<file path="src/rtl/alu_ctrl_pkg.sv">
// Shared encodings for the ALU control sequencer: control words, main-decoder
// operation classes and the sequencer FSM state type.
package alu_ctrl_pkg;

    localparam logic [2:0] CTRL_ADD = 3'd0;
    localparam logic [2:0] CTRL_SUB = 3'd1;
    localparam logic [2:0] CTRL_AND = 3'd2;
    localparam logic [2:0] CTRL_OR  = 3'd3;
    localparam logic [2:0] CTRL_SLT = 3'd4;
    localparam logic [2:0] CTRL_XOR = 3'd5;
    localparam logic [2:0] CTRL_NOR = 3'd6;
    localparam logic [2:0] CTRL_MUL = 3'd7;

    localparam logic [2:0] AOP_ADD   = 3'b000;
    localparam logic [2:0] AOP_SUB   = 3'b001;
    localparam logic [2:0] AOP_MEM   = 3'b010;
    localparam logic [2:0] AOP_AND   = 3'b011;
    localparam logic [2:0] AOP_OR    = 3'b100;
    localparam logic [2:0] AOP_SLT   = 3'b101;
    localparam logic [2:0] AOP_RSVD  = 3'b110;
    localparam logic [2:0] AOP_RTYPE = 3'b111;

    typedef enum logic {
        IDLE    = 1'b0,
        MUL_RUN = 1'b1
    } state_t;

endpackage

</file>
<file path="src/rtl/alu_ctrl_decode.sv">
// Combinational aluop/func -> ALU control table; zero latency, no flow control.
// Multiply decode exists only when ALU_CONTROL_SEQ_MUL_EN is defined.
module alu_ctrl_decode
    import alu_ctrl_pkg::*;
#(
    parameter int FUNC_W = 3
) (
    input  logic [2:0]        aluop,
    input  logic [FUNC_W-1:0] func,
    output logic [2:0]        ctrl,
`ifdef ALU_CONTROL_SEQ_MUL_EN
    output logic              is_mul,
`endif
    output logic              illegal
);

    always_comb begin
        ctrl    = CTRL_ADD;
        illegal = 1'b0;
`ifdef ALU_CONTROL_SEQ_MUL_EN
        is_mul  = 1'b0;
`endif
        case (aluop)
            AOP_ADD, AOP_MEM: ctrl = CTRL_ADD;
            AOP_SUB:          ctrl = CTRL_SUB;
            AOP_AND:          ctrl = CTRL_AND;
            AOP_OR:           ctrl = CTRL_OR;
            AOP_SLT:          ctrl = CTRL_SLT;
            AOP_RSVD:         illegal = 1'b1;
            AOP_RTYPE: begin
                // Only the low three function bits carry meaning.
                case (func[2:0])
                    3'b000: ctrl = CTRL_ADD;
                    3'b001: ctrl = CTRL_SUB;
                    3'b010: ctrl = CTRL_AND;
                    3'b011: ctrl = CTRL_OR;
                    3'b100: ctrl = CTRL_SLT;
                    3'b101: ctrl = CTRL_XOR;
                    3'b110: ctrl = CTRL_NOR;
                    default: begin
`ifdef ALU_CONTROL_SEQ_MUL_EN
                        ctrl   = CTRL_MUL;
                        is_mul = 1'b1;
`else
                        illegal = 1'b1;
`endif
                    end
                endcase
            end
            default: ctrl = CTRL_ADD;
        endcase
    end

endmodule

</file>
<file path="src/rtl/alu_control_seq.sv">
// ALU control sequencer: latency 1 (multiply MULT_CYCLES+1, with ALU_CONTROL_SEQ_MUL_EN);
// ready_o drops while a multiply runs, requests offered then are ignored, not queued.
module alu_control_seq
    import alu_ctrl_pkg::*;
#(
    parameter int FUNC_W      = 3,
    parameter int CTRL_W      = 3,
    parameter int MULT_CYCLES = 8
) (
    input  logic              clk,
    input  logic              reset,
    input  logic              valid_i,
    input  logic [2:0]        aluop_i,
    input  logic [FUNC_W-1:0] func_i,
    input  logic              flush_i,
    output logic              ready_o,
    output logic [CTRL_W-1:0] ctrl_o,
    output logic              ctrl_valid_o,
    output logic              mult_busy_o,
    output logic              illegal_o
);

    logic [2:0]        dec_ctrl;
    logic              dec_illegal;
    logic              accept;
    logic [CTRL_W-1:0] ctrl_d;
    logic              ctrl_valid_d;
    logic              illegal_d;

    assign accept = valid_i & ready_o & ~flush_i;

`ifdef ALU_CONTROL_SEQ_MUL_EN
    localparam int              CNT_W    = $clog2(MULT_CYCLES + 1);
    localparam logic [CNT_W-1:0] CNT_LOAD = CNT_W'(MULT_CYCLES - 1);

    state_t           state_q, state_d;
    logic [CNT_W-1:0] cnt_q, cnt_d;
    logic             dec_is_mul;

    alu_ctrl_decode #(.FUNC_W(FUNC_W)) u_decode (
        .aluop   (aluop_i),
        .func    (func_i),
        .ctrl    (dec_ctrl),
        .is_mul  (dec_is_mul),
        .illegal (dec_illegal)
    );

    assign ready_o     = (state_q == IDLE);
    assign mult_busy_o = (state_q == MUL_RUN);

    always_ff @(posedge clk or posedge reset) begin
        if (reset) begin
            state_q <= IDLE;
            cnt_q   <= '0;
        end else begin
            state_q <= state_d;
            cnt_q   <= cnt_d;
        end
    end

    always_comb begin
        state_d      = state_q;
        cnt_d        = cnt_q;
        ctrl_d       = ctrl_o;
        ctrl_valid_d = 1'b0;
        illegal_d    = 1'b0;
        case (state_q)
            IDLE: begin
                if (accept) begin
                    if (dec_is_mul) begin
                        state_d = MUL_RUN;
                        cnt_d   = CNT_LOAD;
                    end else begin
                        ctrl_d       = CTRL_W'(dec_ctrl);
                        ctrl_valid_d = 1'b1;
                        illegal_d    = dec_illegal;
                    end
                end
            end
            MUL_RUN: begin
                // Flush beats completion: a cancelled multiply never pulses.
                if (flush_i) begin
                    state_d = IDLE;
                    cnt_d   = '0;
                end else if (cnt_q == '0) begin
                    state_d      = IDLE;
                    ctrl_d       = CTRL_W'(CTRL_MUL);
                    ctrl_valid_d = 1'b1;
                end else begin
                    cnt_d = cnt_q - CNT_W'(1);
                end
            end
            default: begin
                state_d = IDLE;
                cnt_d   = '0;
            end
        endcase
    end
`else
    alu_ctrl_decode #(.FUNC_W(FUNC_W)) u_decode (
        .aluop   (aluop_i),
        .func    (func_i),
        .ctrl    (dec_ctrl),
        .illegal (dec_illegal)
    );

    assign ready_o     = 1'b1;
    assign mult_busy_o = 1'b0;

    always_comb begin
        ctrl_d       = ctrl_o;
        ctrl_valid_d = 1'b0;
        illegal_d    = 1'b0;
        if (accept) begin
            ctrl_d       = CTRL_W'(dec_ctrl);
            ctrl_valid_d = 1'b1;
            illegal_d    = dec_illegal;
        end
    end
`endif

    always_ff @(posedge clk or posedge reset) begin
        if (reset) begin
            ctrl_o       <= '0;
            ctrl_valid_o <= 1'b0;
            illegal_o    <= 1'b0;
        end else begin
            ctrl_o       <= ctrl_d;
            ctrl_valid_o <= ctrl_valid_d;
            illegal_o    <= illegal_d;
        end
    end

endmodule

</file>
<file path="config.mk">
export PLATFORM = sky130hd
export DESIGN_NAME = alu_control_seq
export DESIGN_NICKNAME = d
export VERILOG_FILES = /design/src/rtl/alu_ctrl_pkg.sv /design/src/rtl/alu_ctrl_decode.sv /design/src/rtl/alu_control_seq.sv
export SDC_FILE = /design/constraint.sdc
export NUM_CORES = 1
export LEC_CHECK = 0
export CAP_MARGIN = 40
export CORE_AREA = 2 2 39 41
export CTS_CLUSTER_DIAMETER = 40
export DETAILED_ROUTE_END_ITERATION = 6
export DIE_AREA = 0 0 41 43
export HOLD_SLACK_MARGIN = 0.05
export SETUP_SLACK_MARGIN = 0.1
export SLEW_MARGIN = 40
export SYNTH_ARGS = -nofsm -noshare
export SYNTH_HDL_FRONTEND = slang
export SYNTH_SLANG_ARGS = --single-unit
</file>
<file path="constraint.sdc">
create_clock -name clk -period 1.6 [get_ports clk]
set_input_delay 0.32 -clock clk [delete_from_list [all_inputs] [get_ports clk]]
set_output_delay 0.32 -clock clk [all_outputs]
set_load 0.05 [all_outputs]
</file>
==> results of run 1 <==
synth_stat cells:
cell type	count
dfrtp_1	5
inv_1	3
nand2_1	3
a21boi_0	2
buf_4	2
conb_1	2
nand3_1	2
nor2_1	2
a2111oi_0	1
a21oi_1	1
a31oi_1	1
a41oi_2	1
inv_2	1
nand2b_1	1
nand4_1	1
o211ai_1	1
o31ai_1	1
or3_4	1
state kept, by name (all words and copies together) (netlist names):
signal,flops
illegal_o,1
ctrl_o,3
ctrl_valid_o,1
stage by stage:
step / area [um2] / power (uW) / utilization
floorplan: 281.5 / 225.7 / -
global placement: 421.7 / 274.2 / 0.3047
detailed placement: 421.7 / 275.0 / 0.3047
CTS: 447.9 / 424.2 / 0.3237
global route: 447.9 / 443.1 / 0.3237
finish: 447.9 / 415.1 / 0.3237
placed cells by master (no fill, tap or decap):
cell,Yosys,final
clkbuf_4,0,3
o31ai_1,1,1
nand4_1,1,1
clkbuf_1,0,1
inv_1,3,3
nand2_1,3,3
dfrtp_1,5,5
nor2_1,2,2
nand2b_1,1,1
o211ai_1,1,1
buf_4,2,6
a21boi_0,2,2
or3_4,1,1
a31oi_1,1,1
nand3_1,2,2
a41oi_2,1,1
a2111oi_0,1,1
a21oi_1,1,1
conb_1,2,2
clkdlybuf4s50_1,0,9
inv_2,1,1
logic make-up after synthesis:
| kind of cell | count (synthesis) |
|---|---|
| compound gates | 8 |
| buf+inv | 6 |
| flops | 5 |
| other cells | 2 |
| simple gates | 10 |
metal layers:
layer | share of wire | wire length [um] | vias up | GRT usage
li1 | - | - | 137 | -
met1 | 0.46 | 249 | 108 | 0.1140
met4 | 0 | 0 | 0 | 0.1000
met5 | 0 | 0 | - | 0
met2 | 0.45 | 246 | 13 | 0.1156
met3 | 0.093 | 51 | 0 | 0.03141
power by group:
group | leakage [uW] | internal [uW] | switching (uW)
registers | 0.0000632 | 138 | 5.74
logic | 0.000124 | 48.3 | 79.6
clock network | 0.0000150 | 94.1 | 49.1
layout make-up:
type                            count  area share
Multi-Input combinational cell     20      0.2821
Sequential cell                     5      0.2793
Inverter                            4     0.03352
Clock buffer                        4     0.05866
Tap cell                           16     0.04469
Timing Repair Buffer               15      0.3017
how the worst max path moves through the flow:
stage | start | end | slack (ps) | depth (start not counted)
6_report | aluop_i[2] | ctrl_o[0] | 310 | 4
5_1_grt | aluop_i[2] | ctrl_o[0] | 240 | 4
4_1_cts | aluop_i[2] | ctrl_o[0] | 310 | 4
3_5_place_dp | aluop_i[2] | ctrl_o[0] | 60 | 4
3_3_place_gp | aluop_i[2] | ctrl_o[1] | 70 | 4
2_1_floorplan | aluop_i[2] | ctrl_o[1] | 650 | 3
==> summary.md, run 1 <==
| Metric | Value |
|---|---|
| Leakage power | `0.0002018 uW` |
| Post-Synthesis Cells | `31` |
| Adder and majority gate portion of the synthesized area | `0` |
| PostCTS Resize Cnt | `0` |
| P per Cell Area | `926.7 mW/mm2` |
| MaxCap Viol Count | `0` |
| FF-to-FF Start | `ctrl_o[0]` |
| Achievable Freq | `between 700 and 800 MHz` |
| Synth top area share | `0.4444` |
| Clock skew | `0 ps` |
| Pin count of the biggest net entering global routing | `7` |
| Clock transition at path regs | `40 ps` |
| Initial core utilization | `0.2034` |
| Overall fraction of global-route tracks in use | `0.09375` |
| Synth Cell Area | `about 280 um2` |
| Routed wire length | `roughly 550 um` |
| Via count | `~260` |
| Slowest stage delay, CP | `~500 ps` |
| Status | `complete, no violations` |
| Initial antenna violation count | `0` |
| Multi-input gate area | `between 100 and 150 um2` |
| Fin nets | `59` |
| Critical Path Sink Type | `register` |
| Crit path max fanout | `4` |
| CTS H-tree lvls | `1` |
| Setup WS post-layout | `approximately 310 ps` |
| #FFs+latches synth | `5` |
| Later-pin clock latency in the skew report | `about 240 ps` |
| Pins Over Slew Limit | `0` |
| Synth area leaders | `dfrtp_1, a41oi_2, a21boi_0` |
| Cells after DPL | `60` |
| Family with the most delay on the worst path | `buffers and inverters` |
| Sink Count | `5` |
| Die Footprint | `about 0.0018 mm2` |
| Syn Nets | `41` |
| Fin cells | `64` |
| Top Ports | `17` |
| Pre-CTS setup slack | `a little over 60 ps` |
| Die H | `around 43 um` |
| Routed Antenna Nets | `0` |
| Total gr overflow | `0` |
| Syn_area_per_cell | `between 9 and 10 um2` |
| Share of cells above drive strength 1 | `0.2500` |
| Initial DRC Count | `0` |
| CTS Root Cell | `clkbuf_4` |
| Hold_buf cts | `0` |
| Fillers | `150` |
| Worst Hold Class | `in2async` |
| VDD IR max | `between 0.2 and 0.25 mV` |
| Post-synthesis compound-gate area fraction | `0.2356` |
| Worst EP required | `~1800 ps` |
| R2R depth | `2` |
| Main combinational cell family by area after synthesis | `compound AO/OA/AOI/OAI gates` |
| Layout area overhead | `59.11%` |
| Reg area | `approximately 130 um2` |
| Post-layout min period | `~1300 ps` |
| Post-synthesis mux area share | `0` |
| RSZ-0062 raised after global routing | `no` |
| Per-cell routed wire length | `8.547 um` |
| Antenna Cells | `0` |
| Post-synthesis sequential area ratio | `0.4444` |
| Vias in the first global route | `275` |
| Fin Setup TNS | `0 ps` |
| CP Class | `in2reg` |
| Crit path DAT | `about 1500 ps` |
| Port bufs | `14` |
| Drt via density | `4.031` |
| Buf+Inv Stages, Crit Path | `2` |
| Endpoint of the worst-slack reg-to-reg timing path | `ctrl_o[0]` |
| Slowest CP cell | `clkdlybuf4s50_1` |
| Clock buffer depth | `2` |
| Row count | `14` |
| Post-Synth XOR/XNOR Area | `0` |
| First-pass DRT Iterations | `1` |
| Setup bufs post-CTS | `0` |
| R2R setup slack | `910 ps` |
| Final setup fails | `0` |
| DPL Wire Length | `448.4 um` |
| CTS buffer count | `3` |
| Core ar. | `approximately 0.0014 mm2` |
| CTS tree | `done` |
| Hold Fails Final Rpt | `0` |
| Yosys warnings | `0` |
| Fin crit share | `0.8056` |
| CP startpoint kind | `input pin` |
| Drt drc | `0` |
| Cell taking the most area after synthesis | `dfrtp_1` |
| Worst Hold Slack | `around 270 ps` |
| Simple-gate share of the synthesized area | `0.1867` |
| Final Wtd Congestion | `approximately 0.67` |
| Yosys cell types | `18` |
| First-pass GRT wire length | `~1000 um` |
| Cells along the critical path | `clkdlybuf4s50_1 -> inv_2 -> or3_4 -> a41oi_2` |
| Die X | `about 40 um` |
Note: power is estimated with default switching activity, not from simulation.
==> inputs of run 2 (changes only) <==
clock period = 1.35 ns   (was 1.6 ns; I/O delays follow)
==> run 2 against run 1 <==
  * Core utilization up 7.2 points
  * Sequential share of layout area down 5.1 points
  * Routed wire length up 4.8%
  * Final cell count up 4.7%
  * Non-clock buffer count up 3
  * Count of clock-buffer cells in the layout unchanged
  * Highest routed layer is now met4
  * Sequential power up 24%
  * Combinational power up 54%
  * Global-route usage up 0.20 points
  * Register-to-register slack worse by 300 ps
  * Clock power up 16%
  * Sequential cell count unchanged
==> summary.md, run 2 (synthesis results as in run 1) <==
| Metric | Value |
|---|---|
| Sink Count | `5` |
| Setup bufs post-CTS | `0` |
| Die H | `around 43 um` |
| Crit path max fanout | `5` |
| Initial core utilization | `0.2034` |
| Worst Hold Class | `in2async` |
| Share of cells above drive strength 1 | `0.3333` |
| Post-layout min period | `around 1200 ps` |
| Biggest regs | `ctrl_o: 3 flops, ctrl_valid_o: 1 flops, illegal_o: 1 flops` |
| Core Util, Final | `0.3960` |
| CTS buffer count | `3` |
| Largest register by flop count | `ctrl_o` |
| Row count | `14` |
| Worst EP required | `between 1500 and 2000 ps` |
| Antenna Cells | `0` |
| RSZ-0062 raised after global routing | `no` |
| Met2 Track Usage GR | `0.1219` |
| Overall fraction of global-route tracks in use | `0.09577` |
| Flip-flop count of the largest register after layout | `3` |
| Pin count of the biggest net entering global routing | `6` |
| Final Wtd Congestion | `0.7131` |
| Drt drc | `0` |
| Achievable Freq | `between 800 and 900 MHz` |
| Total gr overflow | `0` |
| Fin cells | `67` |
| Fillers | `between 100 and 150` |
| Core ar. | `roughly 0.0014 mm2` |
| Global routing met1 resource utilization | `0.1042` |
| Vias in the first global route | `approximately 270` |
| Fin nets | `62` |
| VDD IR max | `around 0.26 mV` |
| Fin Setup TNS | `0 ps` |
| Die X | `41 um` |
| Most frequent cells in the layout | `clkdlybuf4s50_1, dfrtp_1, buf_12` |
| Met3 GRT Util | `0.01571` |
| Port bufs | `14` |
| DPL Wire Length | `around 450 um` |
| First-pass DRT Iterations | `1` |
| CP Class | `in2reg` |
| CTS H-tree lvls | `1` |
| Pins Over Slew Limit | `0` |
| Routed Antenna Nets | `0` |
| Status | `complete, no violations` |
| Fin crit share | `0.8575` |
| Die Footprint | `about 0.0018 mm2` |
| MaxCap Viol Count | `0` |
| Crit path DAT | `~1300 ps` |
| Cells after DPL | `63` |
| CTS Root Cell | `clkbuf_4` |
| Clock transition at path regs | `around 40 ps` |
| Hold_buf cts | `0` |
| Initial DRC Count | `0` |
| Later-pin clock latency in the skew report | `~240 ps` |
| Post-DP Area | `506.7 um2` |
| CTS tree | `done` |
| Final setup fails | `0` |
| P per Cell Area | `987.3 mW/mm2` |
| Clock buffer depth | `2` |
| Routed wire length | `573 um` |
| Clock skew | `0 ps` |
| Most common cell after layout, fill and taps aside | `clkdlybuf4s50_1` |
| Via count | `279` |
| Leakage power | `~0.00025 uW` |
| PostCTS Resize Cnt | `0` |
| CP startpoint kind | `input pin` |
| First-pass GRT wire length | `around 1000 um` |
| Most Crowded Layer GR | `met4` |
| Layout area overhead | `94.67%` |
| Top Ports | `17` |
| Initial antenna violation count | `0` |
| Per-cell routed wire length | `roughly 8.6 um` |
| Hold Fails Final Rpt | `0` |
| Critical Path Sink Type | `register` |
| Drt via density | `between 4 and 5` |
| Final Cell Area | `between 500 and 600 um2` |
[run 2: cell count changes in the layout (fill, tap and decap cells not counted)]
cell	previous run	this run
buf_4	6	4
a2111oi_2	0	1
clkdlybuf4s50_1	9	8
a21boi_0	2	1
a31oi_2	0	1
a21boi_1	0	1
a2111oi_0	1	0
buf_12	0	5
dlymetal6s2s_1	0	1
a31oi_1	1	0
[run 2: where the power goes]
group,internal [uW],switching [uW]
registers,164,14.0
clock network,111,54.7
logic,97.4,99.7
[run 2: critical path, cell delays in order]
cell and delay [ps]:
clkdlybuf4s50_1 490, or3_4 370, a31oi_2 180
[run 2: final timing paths]
path	slack [ps]	cells after the start	to	from
setup / recovery	190	3	ctrl_o[1]	aluop_i[0]
hold / removal	230	2	ctrl_o[1]	reset
setup reg to reg	610	2	ctrl_o[0]	ctrl_o[0]
hold reg to reg	560	2	ctrl_o[2]	ctrl_o[2]
max in group asynchronous	960	2	ctrl_valid_o	reset
min in group clk	350	3	illegal_o	aluop_i[2]
[run 2: through the flow]
step	total power (uW)	setup WS (ps)	hold slack, ps
after global routing	574.1	133.2	255.6
after global placement	371.9	-92.76	481.9
final	541.1	192.4	232.3
after detailed placement	372.4	-97.80	485.6
after floorplan	267.5	406.5	48.52
after CTS	546.3	149.2	236.0
[run 2: routing by layer]
metal,part of all wire,up-vias,wire length (um)
met4,0.033,0,19
met5,0,-,0
met1,0.43,119,244
met3,0.063,2,36
li1,-,145,-
met2,0.48,13,273
[run 2: final cells by class]
| type | instances | area (um2) | share of cell area |
|---|---|---|---|
| Inverter | 4 | 15.01 | 0.02740 |
| Timing Repair Buffer | 18 | 222.7 | 0.4064 |
| Sequential cell | 5 | 125.1 | 0.2283 |
| Multi-Input combinational cell | 20 | 138.9 | 0.2534 |
| Clock buffer | 4 | 26.28 | 0.04795 |
| Tap cell | 16 | 20.02 | 0.03653 |
